[src/rtl/key_sched_gen_if.sv]
// Bundles the start/key request side and the subkey stream of key_sched_gen.
// Latency: none; this file only declares wires and their directions.
// Backpressure: the master drives sk_ready, and the slave holds sk/sk_round while it is low.
interface key_sched_gen_if #(
    parameter int NKEY = 3
);
    logic                   start;
    logic                   decrypt;
    logic [1:0]             key_sel;
    logic [64*NKEY-1:0]     key_in;
    logic                   busy;
    logic                   sk_valid;
    logic                   sk_ready;
    logic [47:0]            sk;
    logic [3:0]             sk_round;
    logic                   done;

    // master = requester/consumer, slave = schedule generator
    modport master (
        output start, decrypt, key_sel, key_in, sk_ready,
        input  busy, sk_valid, sk, sk_round, done
    );

    modport slave (
        input  start, decrypt, key_sel, key_in, sk_ready,
        output busy, sk_valid, sk, sk_round, done
    );
endinterface

[src/rtl/key_sched_gen.sv]
// Generates the 16 DES round subkeys (PC-2 output) in encrypt or decrypt order.
// Latency: the first subkey is valid one cycle after start is accepted, then one per cycle; done follows 17 edges after acceptance.
// Backpressure: while sk_valid=1 and sk_ready=0, sk, sk_round, C/D and the round counter hold (STALL_EN=0 ignores sk_ready).
module key_sched_gen #(
    parameter int NKEY     = 3,
    parameter int STALL_EN = 1
) (
    input  logic              clk,
    input  logic              rst,
    key_sched_gen_if.slave    bus
);

    // PC-1: DES key bit numbers (1 = MSB) feeding C[1..28] then D[1..28]
    localparam int PC1_TAB [56] = '{
        57, 49, 41, 33, 25, 17,  9,  1, 58, 50, 42, 34, 26, 18,
        10,  2, 59, 51, 43, 35, 27, 19, 11,  3, 60, 52, 44, 36,
        63, 55, 47, 39, 31, 23, 15,  7, 62, 54, 46, 38, 30, 22,
        14,  6, 61, 53, 45, 37, 29, 21, 13,  5, 28, 20, 12,  4
    };

    // PC-2: CD bit numbers (1 = MSB of C) feeding subkey bits 1..48
    localparam int PC2_TAB [48] = '{
        14, 17, 11, 24,  1,  5,  3, 28, 15,  6, 21, 10,
        23, 19, 12,  4, 26,  8, 16,  7, 27, 20, 13,  2,
        41, 52, 31, 37, 47, 55, 30, 40, 51, 45, 33, 48,
        44, 49, 39, 56, 34, 53, 46, 42, 50, 36, 29, 32
    };

    typedef enum logic [1:0] {
        IDLE  = 2'd0,
        RUN   = 2'd1,
        DRAIN = 2'd2
    } state_t;

    function automatic logic [55:0] pc1(input logic [63:0] k);
        logic [55:0] res;
        for (int i = 0; i < 56; i++) begin
            res[55-i] = k[64-PC1_TAB[i]];
        end
        return res;
    endfunction

    function automatic logic [47:0] pc2(input logic [55:0] cd_in);
        logic [47:0] res;
        for (int i = 0; i < 48; i++) begin
            res[47-i] = cd_in[56-PC2_TAB[i]];
        end
        return res;
    endfunction

    // amt is 0, 1 or 2; dir 0 rotates left (encrypt), 1 rotates right (decrypt)
    function automatic logic [27:0] rot28(input logic [27:0] x, input logic dir, input logic [1:0] amt);
        logic [27:0] res;
        case ({dir, amt})
            3'b001:  res = {x[26:0], x[27]};
            3'b010:  res = {x[25:0], x[27:26]};
            3'b101:  res = {x[0], x[27:1]};
            3'b110:  res = {x[1:0], x[27:2]};
            default: res = x;
        endcase
        return res;
    endfunction

    state_t      state, state_nxt;
    logic        dec_q;
    logic [27:0] c_q, d_q;
    logic [3:0]  r_q;
    logic [47:0] sk_q;
    logic [3:0]  sk_round_q;
    logic        sk_valid_q;
    logic        done_q;

    logic        rdy;
    logic        accept;
    logic        issue;
    logic        last_taken;
    logic [63:0] slice;
    logic [55:0] cd_load;
    logic [1:0]  amt;
    logic [27:0] c_nxt, d_nxt;
    logic [47:0] sk_nxt;

    assign rdy = (STALL_EN != 0) ? bus.sk_ready : 1'b1;

    // Pick the requested 64-bit key slice; out-of-range selectors fall back to slice 0
    always_comb begin
        slice = bus.key_in[63:0];
        for (int n = 1; n < NKEY; n++) begin
            if (bus.key_sel == 2'(n)) begin
                slice = bus.key_in[64*n +: 64];
            end
        end
    end

    assign cd_load = pc1(slice);

    // Per-round rotation amount and the subkey that the next issue would produce
    always_comb begin
        amt = 2'd2;
        if (dec_q) begin
            if (r_q == 4'd0) begin
                amt = 2'd0;
            end else if (r_q == 4'd1 || r_q == 4'd8 || r_q == 4'd15) begin
                amt = 2'd1;
            end
        end else if (r_q == 4'd0 || r_q == 4'd1 || r_q == 4'd8 || r_q == 4'd15) begin
            amt = 2'd1;
        end
        c_nxt  = rot28(c_q, dec_q, amt);
        d_nxt  = rot28(d_q, dec_q, amt);
        sk_nxt = pc2({c_nxt, d_nxt});
    end

    // State register
    always_ff @(posedge clk or posedge rst) begin
        if (rst) begin
            state <= IDLE;
        end else begin
            state <= state_nxt;
        end
    end

    // Next state plus the accept/issue/last-accept strobes
    always_comb begin
        state_nxt  = state;
        accept     = 1'b0;
        issue      = 1'b0;
        last_taken = 1'b0;
        case (state)
            IDLE: begin
                if (bus.start) begin
                    accept    = 1'b1;
                    state_nxt = RUN;
                end
            end
            RUN: begin
                if (!sk_valid_q || rdy) begin
                    issue = 1'b1;
                    if (r_q == 4'd15) begin
                        state_nxt = DRAIN;
                    end
                end
            end
            DRAIN: begin
                if (sk_valid_q && rdy) begin
                    last_taken = 1'b1;
                    state_nxt  = IDLE;
                end
            end
            default: state_nxt = IDLE;
        endcase
    end

    // Datapath: load C/D on accept, rotate and emit a subkey on each issue
    always_ff @(posedge clk or posedge rst) begin
        if (rst) begin
            dec_q      <= 1'b0;
            c_q        <= '0;
            d_q        <= '0;
            r_q        <= '0;
            sk_q       <= '0;
            sk_round_q <= '0;
            sk_valid_q <= 1'b0;
            done_q     <= 1'b0;
        end else begin
            done_q <= last_taken;
            if (accept) begin
                dec_q <= bus.decrypt;
                c_q   <= cd_load[55:28];
                d_q   <= cd_load[27:0];
                r_q   <= '0;
            end
            if (issue) begin
                c_q        <= c_nxt;
                d_q        <= d_nxt;
                sk_q       <= sk_nxt;
                sk_round_q <= r_q;
                r_q        <= r_q + 4'd1;
                sk_valid_q <= 1'b1;
            end else if (sk_valid_q && rdy) begin
                sk_valid_q <= 1'b0;
            end
        end
    end

    assign bus.busy     = (state != IDLE);
    assign bus.sk_valid = sk_valid_q;
    assign bus.sk       = sk_q;
    assign bus.sk_round = sk_round_q;
    assign bus.done     = done_q;

endmodule

[src/flat_wrapper.sv]
// flat-port wrapper written by rule: the top's interface ports become plain ports
module key_sched_gen_flat 
#(
    parameter int NKEY     = 3,
    parameter int STALL_EN = 1
)
  (clk, rst, bus_start, bus_decrypt, bus_key_sel, bus_key_in, bus_sk_ready, bus_busy, bus_sk_valid, bus_sk, bus_sk_round, bus_done);
  key_sched_gen_if #(.NKEY(NKEY)) bus_i ();
  input  logic clk;
  input  logic rst;
  input wire logic [$bits(bus_i.start)-1:0] bus_start;
  input wire logic [$bits(bus_i.decrypt)-1:0] bus_decrypt;
  input wire logic [$bits(bus_i.key_sel)-1:0] bus_key_sel;
  input wire logic [$bits(bus_i.key_in)-1:0] bus_key_in;
  input wire logic [$bits(bus_i.sk_ready)-1:0] bus_sk_ready;
  output wire logic [$bits(bus_i.busy)-1:0] bus_busy;
  output wire logic [$bits(bus_i.sk_valid)-1:0] bus_sk_valid;
  output wire logic [$bits(bus_i.sk)-1:0] bus_sk;
  output wire logic [$bits(bus_i.sk_round)-1:0] bus_sk_round;
  output wire logic [$bits(bus_i.done)-1:0] bus_done;
  assign bus_i.start = bus_start;
  assign bus_i.decrypt = bus_decrypt;
  assign bus_i.key_sel = bus_key_sel;
  assign bus_i.key_in = bus_key_in;
  assign bus_i.sk_ready = bus_sk_ready;
  assign bus_busy = bus_i.busy;
  assign bus_sk_valid = bus_i.sk_valid;
  assign bus_sk = bus_i.sk;
  assign bus_sk_round = bus_i.sk_round;
  assign bus_done = bus_i.done;
  key_sched_gen #(.NKEY(NKEY), .STALL_EN(STALL_EN)) u_core (.clk(clk), .rst(rst), .bus(bus_i));
endmodule
[config.mk]
export PLATFORM = sky130hd
export DESIGN_NAME = key_sched_gen_flat
export DESIGN_NICKNAME = d
export VERILOG_FILES = /design/src/rtl/key_sched_gen_if.sv /design/src/rtl/key_sched_gen.sv /design/src/flat_wrapper.sv
export SDC_FILE = /design/constraint.sdc
export NUM_CORES = 1
export LEC_CHECK = 0
export CORE_MARGIN = 2
export CORE_UTILIZATION = 50
export CTS_CLUSTER_DIAMETER = 200
export DETAILED_ROUTE_END_ITERATION = 16
export GPL_ROUTABILITY_DRIVEN = 0
export PLACE_DENSITY_LB_ADDON = 0.2
export RECOVER_POWER = 100
export SYNTH_ARGS = -nofsm -noshare
export SYNTH_HDL_FRONTEND = slang
export SYNTH_SLANG_ARGS = --single-unit
[constraint.sdc]
create_clock -name clk -period 5.6 [get_ports clk]
set_clock_uncertainty 0.15 [all_clocks]
set_input_delay 1.12 -clock clk [delete_from_list [all_inputs] [get_ports clk]]
set_output_delay 1.12 -clock clk [all_outputs]
set_load 0.005 [all_outputs]
==> run summary, run 1 <==
aggregate routed wire length - 31470 um
Die Height - 142.0 um
Clock H-tree levels - 4
Port Buffers - 229
grt total ovfl - 0
R2R Path Start - u_core.state[0]
fillers - 1608
violated checks - max-capacitance violations, max-slew violations
Max Freq - 225.4 MHz
CP endpoint kind - flop
sw frac - 46.91%
CP startpoint kind - input pin
commonest non-fill, non-tap cell in the layout - clkdlybuf4s50_1
Final setup viols - 0
global-route wire length before repair - 49420 um
WP data required - 5790 ps
minimum clock period - 4437 ps
Max Cap Viol - 3
Pwr per Cell Area - 516.5 nW/um^2
Synth warnings - 0
total track usage - 30.57%
Routed WL per cell - 20.45 um
Reg clk slew, reported paths - 60 ps
Setup TNS Final - 0 ps
Finished Cell Area - 12260 sq um
Leak Pwr - 5.041 nW
Clock Power Share - 15.8%
busiest grt layer - met2
RSZ-0062 raised after global routing - false
Resized cells post-CTS - 0
commonest non-fill, non-tap cells in the layout - 169 x clkdlybuf4s50_1, 116 x dfrtp_1, 102 x mux2i_1, 92 x a22oi_1, 84 x nor3_1
maximum VDD drop - 293.9 uV
min-delay src - u_core.bus.sk_round[3]
P&R area growth vs syn - 28.72%
largest net degree at the start of global routing - 62
Distinct cells, synth - 46
grt met3 use - 4.879%
clk root buf - clkbuf_16
critical path, cell by cell - dlygate4sd3_1, nor2b_1, or2_2, buf_4, nor2_1, buf_12, a22oi_1, o21ai_0
critical path's largest stage delay - 1330 ps
TritonCTS Buffers - 17
Critical Path Source - bus_sk_ready
number of hold buffers added after cts - 0
share of cells above drive strength 1 - 9.042%
final-stage net count - 1497
Iter 0 DRT Violations - 1135
Final Core Density - 65.57%
Die X-Extent - 142.0 um
Slew @ Worst Pin - 2395 ps
CTS tree - yes
# IOs - 254
row cnt - 50
WS Path Type - in2reg
Synthesized Nets - 1343
diode count - 0
Initial Util - 50.94%
number of enable flip-flop cells after synthesis - 0
CP max FO - 36
dpl hpwl - 19610 um
multi-input combinational cell area - 5824 sq um
Worst Path Buf+Inv - 3
slew margin rel. - -59.77%
sw power - 2.972 mW
post-synthesis average cell area - 8.350 sq um
Hold Path Class - reg2reg
internal power - 3.363 mW
clk_lat worst skew - 420 ps
Top FF cell, synth - dfrtp_1
sequential power share - 26.9%
# Post-CTS Setup Buffers - 0
clk buf depth - 2
DP Area - 11750 sq um
Crit path max-delay family - simple AND/OR/NAND/NOR gates
CTS Sinks - 117
outcome - complete, but fails checks
fin. max-slew vios - 105
Post-route DRC - 0
total die area - 20180 sq um
1st-pass router iterations - 5
vias per cell - 6.587
final worst-path cycle share - 79.22%
Post-Synthesis Cells - 1141
initial antenna violation count - 0
core area - 18710 sq um
met1 Track Usage GR - 38.73%
Final Power - 6.335 mW
antenna viol nets, final - 0
WP data arrival - 4630 ps
grt met2 use - 52.68%
Hold Vio Cnt, Final - 0
vias - 10138
Yosys reg bits - 117
vias in the first global route - 9568
Synth Cell Area - 9528 sq um
Crit-path slowest cell - nor2_1
Gate power share - 57.3%
async set-or-reset flop fraction in the synthesized netlist - 100.0%
post-synthesis sequential area ratio - 30.73%
Seq. cell area - 2929 sq um
-- worst register-to-register path, stage by stage, from the launching register on --
cell and delay [ps]:
dfrtp_1 450, nor2_1 200, and2_0 1780, buf_4 540, a22oi_1 180, nor4_1 330
nor2_1 80
-- per-layer routing --
| layer | part of all wire (%) | up-vias |
|---|---|---|
| met5 | 0 | - |
| met4 | 2.0 | 0 |
| met3 | 8.7 | 67 |
| met2 | 49 | 568 |
| met1 | 40 | 4859 |
| li1 | - | 4644 |
-- state kept, by name, summed over array words and instances (netlist names) --
| signal | count |
|---|---|
| u_core.bus.sk_valid | 1 |
| u_core.bus.done | 1 |
| u_core.state | 2 |
| u_core.c_q | 28 |
| u_core.d_q | 28 |
| u_core.bus.sk_round | 4 |
| u_core.bus.sk | 48 |
| u_core.dec_q | 1 |
| u_core.r_q | 4 |
-- power groups by stage --
stage | combinational [mW] | sequential (mW) | clock, mW
2_1_floorplan | 2.62 | 1.55 | 0
4_1_cts | 3.65 | 1.69 | 1.01
3_3_place_gp | 3.57 | 1.69 | 0
6_report | 3.63 | 1.70 | 1.00
5_1_grt | 3.98 | 1.75 | 1.04
3_5_place_dp | 3.62 | 1.69 | 0
-- cells by family (layout without fill, tap and decap cells) --
| group | Yosys count | after routing | share of synthesized area (%) |
|---|---|---|---|
| flops | 117 | 117 | 30.73 |
| mux | 157 | 157 | 17.22 |
| buf+inv | 172 | 336 | 8.562 |
| simple gates | 339 | 339 | 17.99 |
| compound gates | 353 | 353 | 25.11 |
| fa+ha+maj | 3 | 3 | 0.3940 |
-- layout make-up --
class | count | share of cell area, %
clock buffers | 24 | 4.091
clock inverters | 5 | 0.2040
inverters | 59 | 1.816
multi-input cells | 852 | 47.49
flip-flops and latches | 117 | 23.88
well taps | 234 | 2.387
repair buffers | 248 | 20.13
-- through the flow --
step                hold WS, ps  worst slack (ps)  cells
finish                    320.0              1163   1539
floorplan                 319.8              1229   1141
detailed placement        317.1              1390   1510
global route              336.7             892.4   1539
CTS                       327.9              1822   1539
global placement          312.4              1422   1510
-- cell usage after synthesis, types with 2 or more instances --
cell       count  area (sq um)
nor2b_1        4         25.02
o211ai_1       8         60.06
o22ai_1       46         287.8
o21ai_0       57         285.3
buf_2         40         200.2
mux2i_1      102          1021
nand2b_1      40         250.2
nand2_1       79         296.5
a221o_1        8         80.08
mux2_2        55         619.3
nor3_1        84         420.4
buf_1          8         30.03
a221oi_1       2         17.52
a211oi_1      13         97.59
inv_1         59         221.5
ha_1           3         37.54
buf_4          4         30.03
a2bb2oi_1      8         70.07
o32ai_1       47         411.6
a22oi_1       92         690.7
nor4_1        52         325.3
o21ai_1       15         75.07
dfrtp_1      117          2928
clkbuf_1      47         176.4
a21oi_1       51         255.2
nor2_1        56         210.2
nand3_1       11         55.05
nor4_2         2         25.02
buf_6         14         157.7
-- path summary, 6_finish.rpt --
| kind | slack (ps) | endpoint | cells after the start |
|---|---|---|---|
| max | 1160 | u_core.bus.sk[14] | 8 |
| min | 320 | u_core.bus.sk_round[3] | 2 |
| max reg2reg | 1770 | u_core.d_q[1] | 6 |
| min reg2reg | 320 | u_core.bus.sk_round[3] | 2 |
| max in group asynchronous | 2410 | u_core.bus.sk[15] | 3 |
| min in group asynchronous | 1570 | u_core.bus.sk[31] | 2 |
Note: power is estimated with default switching activity, not from simulation.
==> inputs of run 2 (changes only) <==
- CORE_UTILIZATION: 50 -> 45
- clock period: 5.6 -> 3.7 ns (I/O delays scaled with it)
==> run 2 against run 1 <==
  * The run still ends with max-capacitance violations, max-slew violations left
  * Combinational power increased by 53%
  * Setup slack lost 720 ps
  * Core utilization shrank 6.2 points
  * Via count fell by 1.2%
  * Routed wire length down 0.70%
  * Sequential power increased by 50%
  * Sequential share of layout area decreased by 0.28 points
  * Total power up 51%
==> run summary, run 2 (synthesis results as in run 1) <==
outcome - complete, but fails checks (unchanged)
violated checks - max-capacitance violations, max-slew violations (unchanged)
Max Cap Viol - 1 (was 3)
share of cells above drive strength 1 - 9.697% (was 9.042%)
final-stage net count - 1510 (was 1497)
Hold Vio Cnt, Final - 0 (unchanged)
# IOs - 254 (unchanged)
antenna viol nets, final - 0 (unchanged)
CP endpoint kind - flop (unchanged)
slew margin rel. - -16.59% (was -59.77%)
vias - 10014 (was 10138)
RSZ-0062 raised after global routing - false (unchanged)
number of hold buffers added after cts - 0 (unchanged)
Post-route DRC - 0 (unchanged)
dpl hpwl - 20780 um (was 19610 um)
Resized cells post-CTS - 0 (unchanged)
Slew @ Worst Pin - 1749 ps (was 2395 ps)
Setup TNS Final - 0 ps (unchanged)
Leak Pwr - 5.093 nW (was 5.041 nW)
Hold Path Class - reg2reg (unchanged)
Final Power - 9.597 mW (was 6.335 mW)
Pwr per Cell Area - 773.5 nW/um^2 (was 516.5 nW/um^2)
Clock H-tree levels - 4 (unchanged)
total die area - 22350 sq um (was 20180 sq um)
maximum VDD drop - 437.2 uV (was 293.9 uV)
Iter 0 DRT Violations - 948 (was 1135)
Final setup viols - 0 (unchanged)
row cnt - 53 (was 50)
Initial Util - 45.61% (was 50.94%)
total track usage - 27.89% (was 30.57%)
WS Path Type - in2reg (unchanged)
vias per cell - 6.278 (was 6.587)
CP max FO - 32 (was 36)
1st-pass router iterations - 6 (was 5)
core area - 20890 sq um (was 18710 sq um)
clk buf depth - 2 (unchanged)
max reg flops - 48 (unchanged)
WP data required - 3890 ps (was 5790 ps)
global-route wire length before repair - 49960 um (was 49420 um)
P&R area growth vs syn - 30.23% (was 28.72%)
commonest non-fill, non-tap cells in the layout - 170 x clkdlybuf4s50_1, 116 x dfrtp_1, 102 x mux2i_1, 92 x a22oi_1, 84 x nor3_1 (was 169 x clkdlybuf4s50_1, 116 x dfrtp_1, 102 x mux2i_1, 92 x a22oi_1, 84 x nor3_1)
Die Height - 149.5 um (was 142.0 um)
final worst-path cycle share - 87.95%
Port Buffers - 229 (unchanged)
worst hold slack - 319.9 ps (was 320.0 ps)
pre-CTS setup slack - 646.7 ps (was 1390 ps)
CTS Sinks - 117 (unchanged)
clk root buf - clkbuf_16 (unchanged)
WP data arrival - 3440 ps (was 4630 ps)
CP startpoint kind - input pin (unchanged)
Max Freq - 307.3 MHz
commonest non-fill, non-tap cell in the layout - clkdlybuf4s50_1 (unchanged)
Die X-Extent - 149.5 um (was 142.0 um)
TritonCTS Buffers - 17 (unchanged)
Routed WL per cell - 19.59 um (was 20.45 um)
initial antenna violation count - 0 (unchanged)
Reg clk slew, reported paths - 50 ps (was 60 ps)
fin. max-slew vios - 67 (was 105)
Final Core Density - 59.40% (was 65.57%)
grt total ovfl - 0 (unchanged)
clk_lat worst skew - 430 ps (was 420 ps)
final worst slack - 446.0 ps (was 1163 ps)
diode count - 0 (unchanged)
largest net degree at the start of global routing - 67 (was 62)
CTS tree - yes (unchanged)
vias in the first global route - 9698 (was 9568)
minimum clock period - 3254 ps
# Post-CTS Setup Buffers - 0 (unchanged)
aggregate routed wire length - 31250 um (was 31470 um)
run 2: critical path: stages:
cell and delay [ps]:
dlygate4sd3_1 540, nor2b_1 140, or2_0 390, nor2_1 1070, buf_12 310, a22oi_1 100, o21ai_0 120
run 2: through the flow:
step | cells | area [sq um]
floorplan | 1141 | 9532
global placement | 1564 | 11950
detailed placement | 1564 | 11950
CTS | 1595 | 12460
global route | 1595 | 12410
finish | 1595 | 12410
run 2: power breakdown:
part | leakage [nW] | switching [mW] | internal, mW | total, mW
clock network | 0.258 | 0.589 | 0.898 | 1.49
registers | 1.46 | 0.656 | 1.89 | 2.55
logic | 3.38 | 3.24 | 2.32 | 5.56
run 2: final timing paths:
path / cells past startpoint / to / slack (ps) / from
hold / removal: 2 / u_core.bus.sk_round[2] / 320 / u_core.bus.sk_round[2]
min in group asynchronous: 3 / u_core.bus.done / 1080 / rst
hold reg to reg: 2 / u_core.bus.sk_round[2] / 320 / u_core.bus.sk_round[2]
max in group asynchronous: 3 / u_core.dec_q / 990 / rst
setup / recovery: 7 / u_core.bus.sk[25] / 450 / bus_sk_ready
setup reg to reg: 7 / u_core.c_q[25] / 570 / u_core.r_q[0]
run 2: metal layers:
metal  global-route usage (%)  share of wire [%]  up-vias
met5                        0                  0        -
met4                    11.81                3.4        0
met3                    6.128                8.3       72
met2                    47.59                 48      480
met1                    33.96                 40     4797
li1                         -                  -     4665
run 2: final cells by class:
cell class / instances / area [sq um]
Multi-Input combinational cell: 852 / 5826
Timing Repair Buffer: 261 / 2572
Clock buffer: 26 / 489.2
Clock inverter: 5 / 25.02
Tap cell: 275 / 344.1
Fill cell: 1933 / 8481
Sequential cell: 117 / 2929
Inverter: 59 / 222.7
==> inputs of run 3 (changes only) <==
- CTS_CLUSTER_SIZE: default -> 24
==> results of run 3 <==
Final layout, timing and power as in run 2 (identical DEF).
